### src/rtl/bus_pkg.sv
// ---------------------------------------------------------------------------
// bus_pkg
// Shared Bus-A definitions used by the CPU-side register blocks.
//   a_op_type          decoded Bus-A register operation
//   muldiv_state_type  sequencer state of the multiply/divide unit
//   MUL_STEPS          arithmetic steps for an 8x8 multiply
//   DIV_STEPS          arithmetic steps for a 16/8 divide
// ---------------------------------------------------------------------------
package bus_pkg;

    typedef enum logic [3:0] {
        A_NOP,
        A_WRMPYA,
        A_WRMPYB,
        A_WRDIVL,
        A_WRDIVH,
        A_WRDIVB,
        A_RDMPYL,
        A_RDMPYH,
        A_RDDIVL,
        A_RDDIVH
    } a_op_type;

    typedef enum logic [1:0] {
        IDLE,
        MUL,
        DIV
    } muldiv_state_type;

    localparam int MUL_STEPS = 8;
    localparam int DIV_STEPS = 16;

endpackage

### src/rtl/cpu_muldiv_if.sv
// ---------------------------------------------------------------------------
// cpu_muldiv_if
// Bus-A register access bundle for the multiply/divide unit.
//   a_op   decoded operation (master -> slave)
//   a_we   one-clk write strobe (master -> slave)
//   wdata  write data (master -> slave)
//   rdata  read data for the RDDIV/RDMPY registers (slave -> master)
//   busy   operation in progress (slave -> master)
// ---------------------------------------------------------------------------
interface cpu_muldiv_if;
    import bus_pkg::*;

    a_op_type    a_op;
    logic        a_we;
    logic [7:0]  wdata;
    logic [7:0]  rdata;
    logic        busy;

    modport master (output a_op, output a_we, output wdata, input rdata, input busy);
    modport slave  (input a_op, input a_we, input wdata, output rdata, output busy);

endinterface

### src/rtl/cpu_muldiv_div_step.sv
// ---------------------------------------------------------------------------
// muldiv_div_step
// One combinational restoring-division step. Step k tests quotient bit
// (15-k) by comparing the partial remainder against the divisor shifted
// into that bit position.
//   r       partial remainder in
//   d       divisor
//   k       step index 0..15
//   q       partial quotient in
//   r_next  partial remainder out
//   q_next  partial quotient out (q shifted left, new bit in LSB)
// ---------------------------------------------------------------------------
module muldiv_div_step (
    input  logic [15:0] r,
    input  logic [7:0]  d,
    input  logic [3:0]  k,
    input  logic [15:0] q,
    output logic [15:0] r_next,
    output logic [15:0] q_next
);

    logic [22:0] d_shift;
    logic        ge;

    // The shifted divisor needs 23 bits so high divisor bits are never lost;
    // whenever r >= d_shift the upper 7 bits are zero, so the 16-bit subtract
    // is exact. A zero divisor always compares true, giving an all-ones
    // quotient and an untouched remainder.
    always_comb begin
        d_shift = {15'b0, d} << (4'd15 - k);
        ge      = ({7'b0, r} >= d_shift);
        r_next  = ge ? (r - d_shift[15:0]) : r;
        q_next  = {q[14:0], ge};
    end

endmodule

### src/rtl/cpu_muldiv.sv
// ---------------------------------------------------------------------------
// cpu_muldiv
// CPU-side unsigned 8x8 multiply / 16/8 divide unit on Bus-A. Operand writes
// land in latches; a WRMPYB or WRDIVB write copies them into shadow registers
// and starts an iterative operation advanced one step per cpu_cycle_ce.
//   clk           system clock
//   rst_n         synchronous active-low reset
//   cpu_cycle_ce  one-clk pulse per CPU cycle, advances one step
//   bus           cpu_muldiv_if.slave (a_op, a_we, wdata, rdata, busy)
// Build option MULDIV_INSTANT_EN: results are written at the start edge,
// the sequencer never leaves IDLE and busy stays 0.
// ---------------------------------------------------------------------------
module cpu_muldiv
    import bus_pkg::*;
(
    input  logic        clk,
    input  logic        rst_n,
    input  logic        cpu_cycle_ce,
    cpu_muldiv_if.slave bus
);

    muldiv_state_type state, state_nx;
    logic [3:0]  cnt, cnt_nx;
    logic [7:0]  mpya, mpya_nx;
    logic [15:0] wrdiv, wrdiv_nx;
    logic [15:0] rddiv, rddiv_nx;
    logic [15:0] rdmpy, rdmpy_nx;
    logic [15:0] ma, ma_nx;
    logic [7:0]  mb, mb_nx;
    logic [15:0] r, r_nx;
    logic [7:0]  d, d_nx;
    logic [15:0] step_r, step_q;
    logic        start_mul, start_div;

    assign start_mul = bus.a_we && (bus.a_op == A_WRMPYB);
    assign start_div = bus.a_we && (bus.a_op == A_WRDIVB);

`ifdef MULDIV_INSTANT_EN
    // Full 16-step divide unrolled over the freshly written divisor.
    logic [15:0] chain_r [0:DIV_STEPS];
    logic [15:0] chain_q [0:DIV_STEPS];

    assign chain_r[0] = wrdiv;
    assign chain_q[0] = 16'h0000;

    for (genvar i = 0; i < DIV_STEPS; i++) begin : g_div
        muldiv_div_step u_step (
            .r      (chain_r[i]),
            .d      (bus.wdata),
            .k      (4'(i)),
            .q      (chain_q[i]),
            .r_next (chain_r[i+1]),
            .q_next (chain_q[i+1])
        );
    end

    assign step_r = chain_r[DIV_STEPS];
    assign step_q = chain_q[DIV_STEPS];
`else
    muldiv_div_step u_step (
        .r      (r),
        .d      (d),
        .k      (cnt),
        .q      (rddiv),
        .r_next (step_r),
        .q_next (step_q)
    );
`endif

    // Next-state and datapath. A start write always takes priority over a
    // coincident step, which is what gives abort-and-restart semantics.
    always_comb begin
        state_nx = state;
        cnt_nx   = cnt;
        mpya_nx  = mpya;
        wrdiv_nx = wrdiv;
        rddiv_nx = rddiv;
        rdmpy_nx = rdmpy;
        ma_nx    = ma;
        mb_nx    = mb;
        r_nx     = r;
        d_nx     = d;

        if (bus.a_we) begin
            case (bus.a_op)
                A_WRMPYA: mpya_nx         = bus.wdata;
                A_WRDIVL: wrdiv_nx[7:0]   = bus.wdata;
                A_WRDIVH: wrdiv_nx[15:8]  = bus.wdata;
                default:  ;
            endcase
        end

        if (start_mul) begin
            rddiv_nx = {8'h00, bus.wdata};
`ifdef MULDIV_INSTANT_EN
            rdmpy_nx = {8'h00, mpya} * {8'h00, bus.wdata};
`else
            rdmpy_nx = 16'h0000;
            ma_nx    = {8'h00, mpya};
            mb_nx    = bus.wdata;
            state_nx = MUL;
            cnt_nx   = 4'd0;
`endif
        end else if (start_div) begin
`ifdef MULDIV_INSTANT_EN
            rddiv_nx = step_q;
            rdmpy_nx = step_r;
`else
            r_nx     = wrdiv;
            d_nx     = bus.wdata;
            rddiv_nx = 16'h0000;
            state_nx = DIV;
            cnt_nx   = 4'd0;
`endif
        end else if (cpu_cycle_ce) begin
            case (state)
                MUL: begin
                    if (mb[0]) begin
                        rdmpy_nx = rdmpy + ma;
                    end
                    ma_nx  = ma << 1;
                    mb_nx  = mb >> 1;
                    cnt_nx = cnt + 4'd1;
                    if (cnt == 4'(MUL_STEPS - 1)) begin
                        state_nx = IDLE;
                    end
                end
                DIV: begin
                    r_nx     = step_r;
                    rddiv_nx = step_q;
                    rdmpy_nx = step_r;
                    cnt_nx   = cnt + 4'd1;
                    if (cnt == 4'(DIV_STEPS - 1)) begin
                        state_nx = IDLE;
                    end
                end
                default: ;
            endcase
        end
    end

    always_ff @(posedge clk) begin
        if (!rst_n) begin
            state <= IDLE;
            cnt   <= 4'd0;
            mpya  <= 8'hFF;
            wrdiv <= 16'hFFFF;
            rddiv <= 16'h0000;
            rdmpy <= 16'h0000;
            ma    <= 16'h0000;
            mb    <= 8'h00;
            r     <= 16'h0000;
            d     <= 8'h00;
        end else begin
            state <= state_nx;
            cnt   <= cnt_nx;
            mpya  <= mpya_nx;
            wrdiv <= wrdiv_nx;
            rddiv <= rddiv_nx;
            rdmpy <= rdmpy_nx;
            ma    <= ma_nx;
            mb    <= mb_nx;
            r     <= r_nx;
            d     <= d_nx;
        end
    end

    // Read mux is combinational from the current operation code.
    always_comb begin
        bus.rdata = 8'h00;
        case (bus.a_op)
            A_RDMPYL: bus.rdata = rdmpy[7:0];
            A_RDMPYH: bus.rdata = rdmpy[15:8];
            A_RDDIVL: bus.rdata = rddiv[7:0];
            A_RDDIVH: bus.rdata = rddiv[15:8];
            default:  ;
        endcase
    end

    assign bus.busy = (state != IDLE);

endmodule
### src/flat_wrapper.sv
// flat-port wrapper written by rule: the top's interface ports become plain ports
module cpu_muldiv_flat import bus_pkg::*;
  (clk, rst_n, cpu_cycle_ce, bus_a_op, bus_a_we, bus_wdata, bus_rdata, bus_busy);
  cpu_muldiv_if bus_i ();
  input  logic clk;
  input  logic rst_n;
  input  logic cpu_cycle_ce;
  input wire logic [$bits(bus_i.a_op)-1:0] bus_a_op;
  input wire logic [$bits(bus_i.a_we)-1:0] bus_a_we;
  input wire logic [$bits(bus_i.wdata)-1:0] bus_wdata;
  output wire logic [$bits(bus_i.rdata)-1:0] bus_rdata;
  output wire logic [$bits(bus_i.busy)-1:0] bus_busy;
  assign bus_i.a_op = bus_a_op;
  assign bus_i.a_we = bus_a_we;
  assign bus_i.wdata = bus_wdata;
  assign bus_rdata = bus_i.rdata;
  assign bus_busy = bus_i.busy;
  cpu_muldiv u_core (.clk(clk), .rst_n(rst_n), .cpu_cycle_ce(cpu_cycle_ce), .bus(bus_i));
endmodule
### config.mk
export PLATFORM = sky130hd
export DESIGN_NAME = cpu_muldiv_flat
export DESIGN_NICKNAME = d
export VERILOG_FILES = /design/src/rtl/bus_pkg.sv /design/src/rtl/cpu_muldiv_if.sv /design/src/rtl/cpu_muldiv_div_step.sv /design/src/rtl/cpu_muldiv.sv /design/src/flat_wrapper.sv
export SDC_FILE = /design/constraint.sdc
export NUM_CORES = 1
export LEC_CHECK = 0
export ABC_AREA = 0
export BUFFER_PORTS_ARGS = -buffer_cell sky130_fd_sc_hd__buf_2
export CAP_MARGIN = 20
export CORE_UTILIZATION = 60
export DETAILED_ROUTE_END_ITERATION = 6
export GPL_TIMING_DRIVEN = 1
export PLACE_DENSITY = 0.77
export SKIP_CTS_REPAIR_TIMING = 1
export SYNTH_ARGS = -nofsm -noshare
export SYNTH_HDL_FRONTEND = slang
export SYNTH_HIERARCHICAL = 1
export SYNTH_SLANG_ARGS = --single-unit
### constraint.sdc
create_clock -name clk -period 7.1 [get_ports clk]
set_clock_uncertainty 0.05 [all_clocks]
set_input_delay 1.42 -clock clk [delete_from_list [all_inputs] [get_ports clk]]
set_output_delay 1.42 -clock clk [all_outputs]
set_load 0.005 [all_outputs]
==> results of run 1 <==
[critical path, stage by stage, from the launching register on]
cell,delay [ns]
dfxtp_1,0.79
a21boi_0,0.32
mux2_2,0.37
mux2i_1,0.20
nand2_1,0.09
ha_1,0.43
o211ai_1,0.12
nor2_1,0.12
o211a_1,0.23
o211ai_1,0.16
a2bb2oi_4,0.57
mux2_2,0.42
and3_1,0.16
a21oi_1,0.12
o22ai_1,0.09
[kinds of logic after synthesis]
family	count (synthesis)
AO/OA/AOI/OAI	222
XOR/XNOR	27
adder cells (fa/ha/maj)	38
buffers and inverters	85
flip-flops	110
multiplexers	51
AND/OR/NAND/NOR	384
[final timing paths]
check | startpoint | to | slack [ns] | cells after the start
setup reg to reg | u_core/cnt[0] | u_core/rdmpy[15] | 2.71 | 14
hold reg to reg | u_core/rddiv[15] | u_core/rddiv[15] | 0.42 | 2
hold / removal | u_core/rddiv[15] | u_core/rddiv[15] | 0.42 | 2
setup / recovery | u_core/cnt[0] | u_core/rdmpy[15] | 2.71 | 14
[registers in the layout, indices dropped and copies added, names as in the netlist]
signal	flops
u_core/d	8
u_core/mpya	8
u_core/mb	8
u_core/ma	16
u_core/r	16
u_core/cnt	4
u_core/rdmpy	16
u_core/state	2
u_core/rddiv	16
u_core/wrdiv	16
[Yosys cell counts, drive strengths merged (9+ instances only)]
library cell | number | area share
mux2 | 17 | 0.029
dfxtp | 110 | 0.31
o211ai | 11 | 0.012
nor3 | 13 | 0.0091
xnor2 | 19 | 0.023
clkbuf | 39 | 0.020
mux2i | 33 | 0.046
nand2b | 12 | 0.012
o211a | 25 | 0.035
a31oi | 9 | 0.0079
nand2 | 197 | 0.10
a22oi | 17 | 0.018
buf | 32 | 0.032
inv | 13 | 0.0068
a21boi | 13 | 0.014
o21ai | 42 | 0.029
nor2 | 41 | 0.023
and2 | 20 | 0.018
ha | 36 | 0.063
nand3 | 64 | 0.045
a21oi | 65 | 0.045
[area by class of cell]
| cell class | instances | area (um2) | share of cell area |
|---|---|---|---|
| Clock buffer | 9 | 225 | 0.0301 |
| Sequential cell | 110 | 2200 | 0.295 |
| Inverter | 14 | 52.6 | 0.00703 |
| Multi-Input combinational cell | 722 | 4540 | 0.607 |
| Timing Repair Buffer | 29 | 165 | 0.0221 |
| Clock inverter | 7 | 114 | 0.0152 |
| Tap cell | 143 | 179 | 0.0239 |
[power groups by stage]
stage	logic (mW)	registers [mW]	clock network [mW]
6_report	0.197	0.637	0.570
5_1_grt	0.213	0.638	0.596
4_1_cts	0.194	0.636	0.576
3_5_place_dp	0.192	0.651	0
3_3_place_gp	0.187	0.650	0
2_1_floorplan	0.157	0.647	0
[layer usage]
layer,up-vias,track usage,part of all wire
met2,286,0.478,0.45
met3,61,0.0683,0.072
li1,3169,-,-
met1,3117,0.395,0.43
met5,-,0,0
met4,0,0.156,0.041
==> flow_summary.toml, run 1 <==
[sta]
final-max-slew-violation-count = 0
worst_hold_slack_ns = 0.422
worst_pin_slew_ns = 1.00
max_slew_margin = 0.330
hold_viol_final = 0
rsz0062_at_grt = "no"
fin_tns_setup_ns = 0
finalCriticalPeriod_ns = 4.39
setup-violations-final = 0
fmax_mhz = 228
postLayoutSetupSlackWorst_ns = 2.71
fin_crit_sh = 0.618

[detailed_routing]
post_drt_wl_per_cell_um = 18.1
drt_iter0_drc = 604
wirelength_um = 18700
route.detailed.drc = 0
ant_nets = 0
via_per_inst = 6.41
num_vias = 6633
drtPass1Iterations = 5

[grt]
grt_pass1_vias = 6095
grt_max_degree = 77
grt_overflow = 0
antenna_found_initial = 1
grt_pass1_wl_um = 30100
track_usage = 0.306

[power_and_ir_drop]
p_leak_nw = 3.25
p_clk_frac = 0.406
p_sw_mw = 0.376
power_density_nw_per_um2 = 188
vdd_drop_max_v = 0.000180
power.share.sequential = 0.454
intPower_mw = 1.03
power.total_mw = 1.40
netSwitchingFraction = 0.268
combPwrFrac = 0.140

[final_layout]
instances_no_fill = 1034
syn_to_final_growth_pct = 4.42
fin_area_um2 = 7480
final_common_cell = "nand2_1"
final_util = 0.649
fin_nets = 940
layout_common_cells = "197 x nand2_1, 110 x dfxtp_1, 65 x a21oi_1"
drive_gt1_frac = 0.0864
fillers = 994
n_antenna_cell = 0

[clock_tree]
clockRootBuffer = "clkbuf_16"
clkTransAtPathRegs_ns = 0.08
cts_tree = "yes"
cts_made_buffers = 9
clock_path_buffers = 2
htree_levels = 3
cts_num_sinks = 110
clkLatencyLatePin_ns = 0.36

[place]
gp_congestion = 0.967
dp_slack_ns = 2.71
dpl_cell_area_um2 = 7130
dp_cells = 1017
port_buffers = 24
dp_hpwl_um = 13700

[floorplanning]
row_count = 39
ios = 25
start_util = 0.622
die_w_um = 111
die_area_um2 = 12400
core_um2 = 11500
die_h_um = 111

[logic_synthesis]
synth_xor_area_frac = 0.0330
ys_seq_area_frac = 0.308
synth_adder_area_share = 0.0685
synth_mux_area_frac = 0.0786
synthCells = 917
syn-num-nets = 971
ys_warn_count = 6
synth_compound_area_frac = 0.207
ys_types = 64
ys_async_sr_fraction = 0
syn_area_um2 = 7160
ys.flop_type = "dfxtp_1"
synth-edff-count = 0
synth_top_family_by_area = "simple AND/OR/NAND/NOR gates"
syn_area_per_cell_um2 = 7.81
synth-simple-area-share = 0.246
ys_ff_latch = 110

[status]
status = "completed"

[setup_path]
cp-start-kind = "register"
worstSetupPathType = "reg2reg"
critPathArrivalTime_ns = 4.55
worstPathRequired_ns = 7.27
crit_fanout = 18
cp-end-kind = "register"

[hold_path]
min_path_type = "reg2reg"

[flow_run]
maxCapViolCount = 0
(Power assumes the default switching activity.)
==> run 2: changes to the inputs <==
- clock period: 7.1 -> 4.5 ns (I/O delays scaled with it)
==> run 2 against run 1 <==
Count of clock-buffer cells in the layout increased by 2; critical path depth fell by 1; utilization about the same; sequential power is 59% higher; critical path type unchanged.
==> flow_summary.toml, run 2 (same netlist as run 1, synthesis figures left out) <==
[grt]
grt_overflow = 0
track_usage = 0.315
grt_pass1_wl_um = 30900
grt_max_degree = 58
grt_pass1_vias = 6084
antenna_found_initial = 0

[floorplanning]
start_util = 0.622
ios = 25
core_um2 = 11500
die_h_um = 111
die_w_um = 111
row_count = 39
die_area_um2 = 12400

[sta]
finalCriticalPeriod_ns = 4.03
rsz0062_at_grt = "no"
setup-violations-final = 0
max_slew_margin = 0.422
worst_pin_slew_ns = 0.866
fin_tns_setup_ns = 0
postLayoutSetupSlackWorst_ns = 0.466
fmax_mhz = 248
final-max-slew-violation-count = 0
hold_viol_final = 0
fin_crit_sh = 0.896

[place]
port_buffers = 24
gp_congestion = 0.957
dp_hpwl_um = 14300
dpl_cell_area_um2 = 7170
dp_slack_ns = 0.266

[final_layout]
syn_to_final_growth_pct = 4.49
fillers = 1022
n_antenna_cell = 0
final_common_cell = "nand2_1"
multi_input_area_um2 = 4540
layout_common_cells = "197 x nand2_1, 109 x dfxtp_1, 65 x a21oi_1"
drive_gt1_frac = 0.0915
final_util = 0.650
fin_area_um2 = 7480
seqCellArea_um2 = 2200
fin_nets = 945

[detailed_routing]
via_per_inst = 6.33
wirelength_um = 19100
ant_nets = 0
route.detailed.drc = 0
post_drt_wl_per_cell_um = 18.4
drt_iter0_drc = 626
num_vias = 6577
drtPass1Iterations = 6

[power_and_ir_drop]
power.total_mw = 2.15
vdd_drop_max_v = 0.000279
p_leak_nw = 3.25
power_density_nw_per_um2 = 288

[setup_path]
worstPathRequired_ns = 4.69
cp-end-kind = "register"
critPathSlowestCell = "dfxtp_2"
cp-start-kind = "register"
path_buf_inv = 0
crit_chain = "mux4_2 -> and2_4 -> o21ai_0 -> o31a_1 -> ha_1 -> nand4_1 -> o31ai_1 -> o211ai_1 -> a2bb2oi_4 -> mux2_2 -> and3_1 -> a21oi_1 -> o22ai_1"
critPathMaxStageDelay_ns = 0.56
crit_fanout = 18
critPathArrivalTime_ns = 4.22
worstSetupPathType = "reg2reg"
cp_top_family = "compound AO/OA/AOI/OAI gates"

[flow_run]
maxCapViolCount = 0

[clock_tree]
cts_tree = "yes"
clkTransAtPathRegs_ns = 0.08
cts_num_sinks = 110
htree_levels = 3
clock_path_buffers = 2
cts_made_buffers = 9
clkLatencyLatePin_ns = 0.36
clockRootBuffer = "clkbuf_16"

[hold_path]
min_path_type = "reg2reg"

[status]
status = "completed"
-- run 2: cell types whose count changed in the layout (fill, tap and decap cells not counted) --
cell        before  now
clkbuf_4         1    0
bufinv_16        2    1
clkbuf_1         0    1
clkinvlp_4       0    2
inv_6            2    0
dfxtp_2          0    1
buf_8            1    0
clkbuf_8         0    1
inv_8            1    0
buf_4            3   10
dfxtp_1        110  109
-- run 2: path summary, 6_finish.rpt --
check	slack (ns)	to	startpoint	depth (start not counted)
worst min-delay path	0.42	u_core/rddiv[15]	u_core/rddiv[15]	2
worst min register to register	0.42	u_core/rddiv[15]	u_core/rddiv[15]	2
worst max register to register	0.47	u_core/rdmpy[15]	u_core/cnt[0]	13
worst max-delay path	0.47	u_core/rdmpy[15]	u_core/cnt[0]	13
-- run 2: layer usage --
metal / wire length (um) / track usage
met5: 0 / 0
met4: 455 / 0.128
met3: 1150 / 0.0366
met2: 8750 / 0.494
met1: 8760 / 0.440
-- run 2: power breakdown --
group / total (mW) / internal, mW / switching (mW)
Sequential: 1.01 / 0.989 / 0.0167
Clock: 0.831 / 0.453 / 0.378
Combinational: 0.315 / 0.130 / 0.185
Total: 2.15 / 1.57 / 0.580
-- run 2: final cells by class --
type / instances / share of cell area
multi-input cells: 722 / 0.607
flip-flops and latches: 110 / 0.294
clock buffers: 11 / 0.0324
repair buffers: 34 / 0.0261
well taps: 143 / 0.0239
clock inverters: 5 / 0.00936
inverters: 14 / 0.00702
-- run 2: through the flow --
step	hold slack, ns	cells
CTS	0.415	1039
floorplan	0.387	917
finish	0.417	1039
global route	0.441	1039
detailed placement	0.405	1023
global placement	0.400	1023
-- run 2: tightest hold or removal path: cells and delay by family (launching register included) --
family,cells,cell delay [ns]
AO/OA/AOI/OAI,1,0.06
AND/OR/NAND/NOR,1,0.05
flip-flops,1,0.31
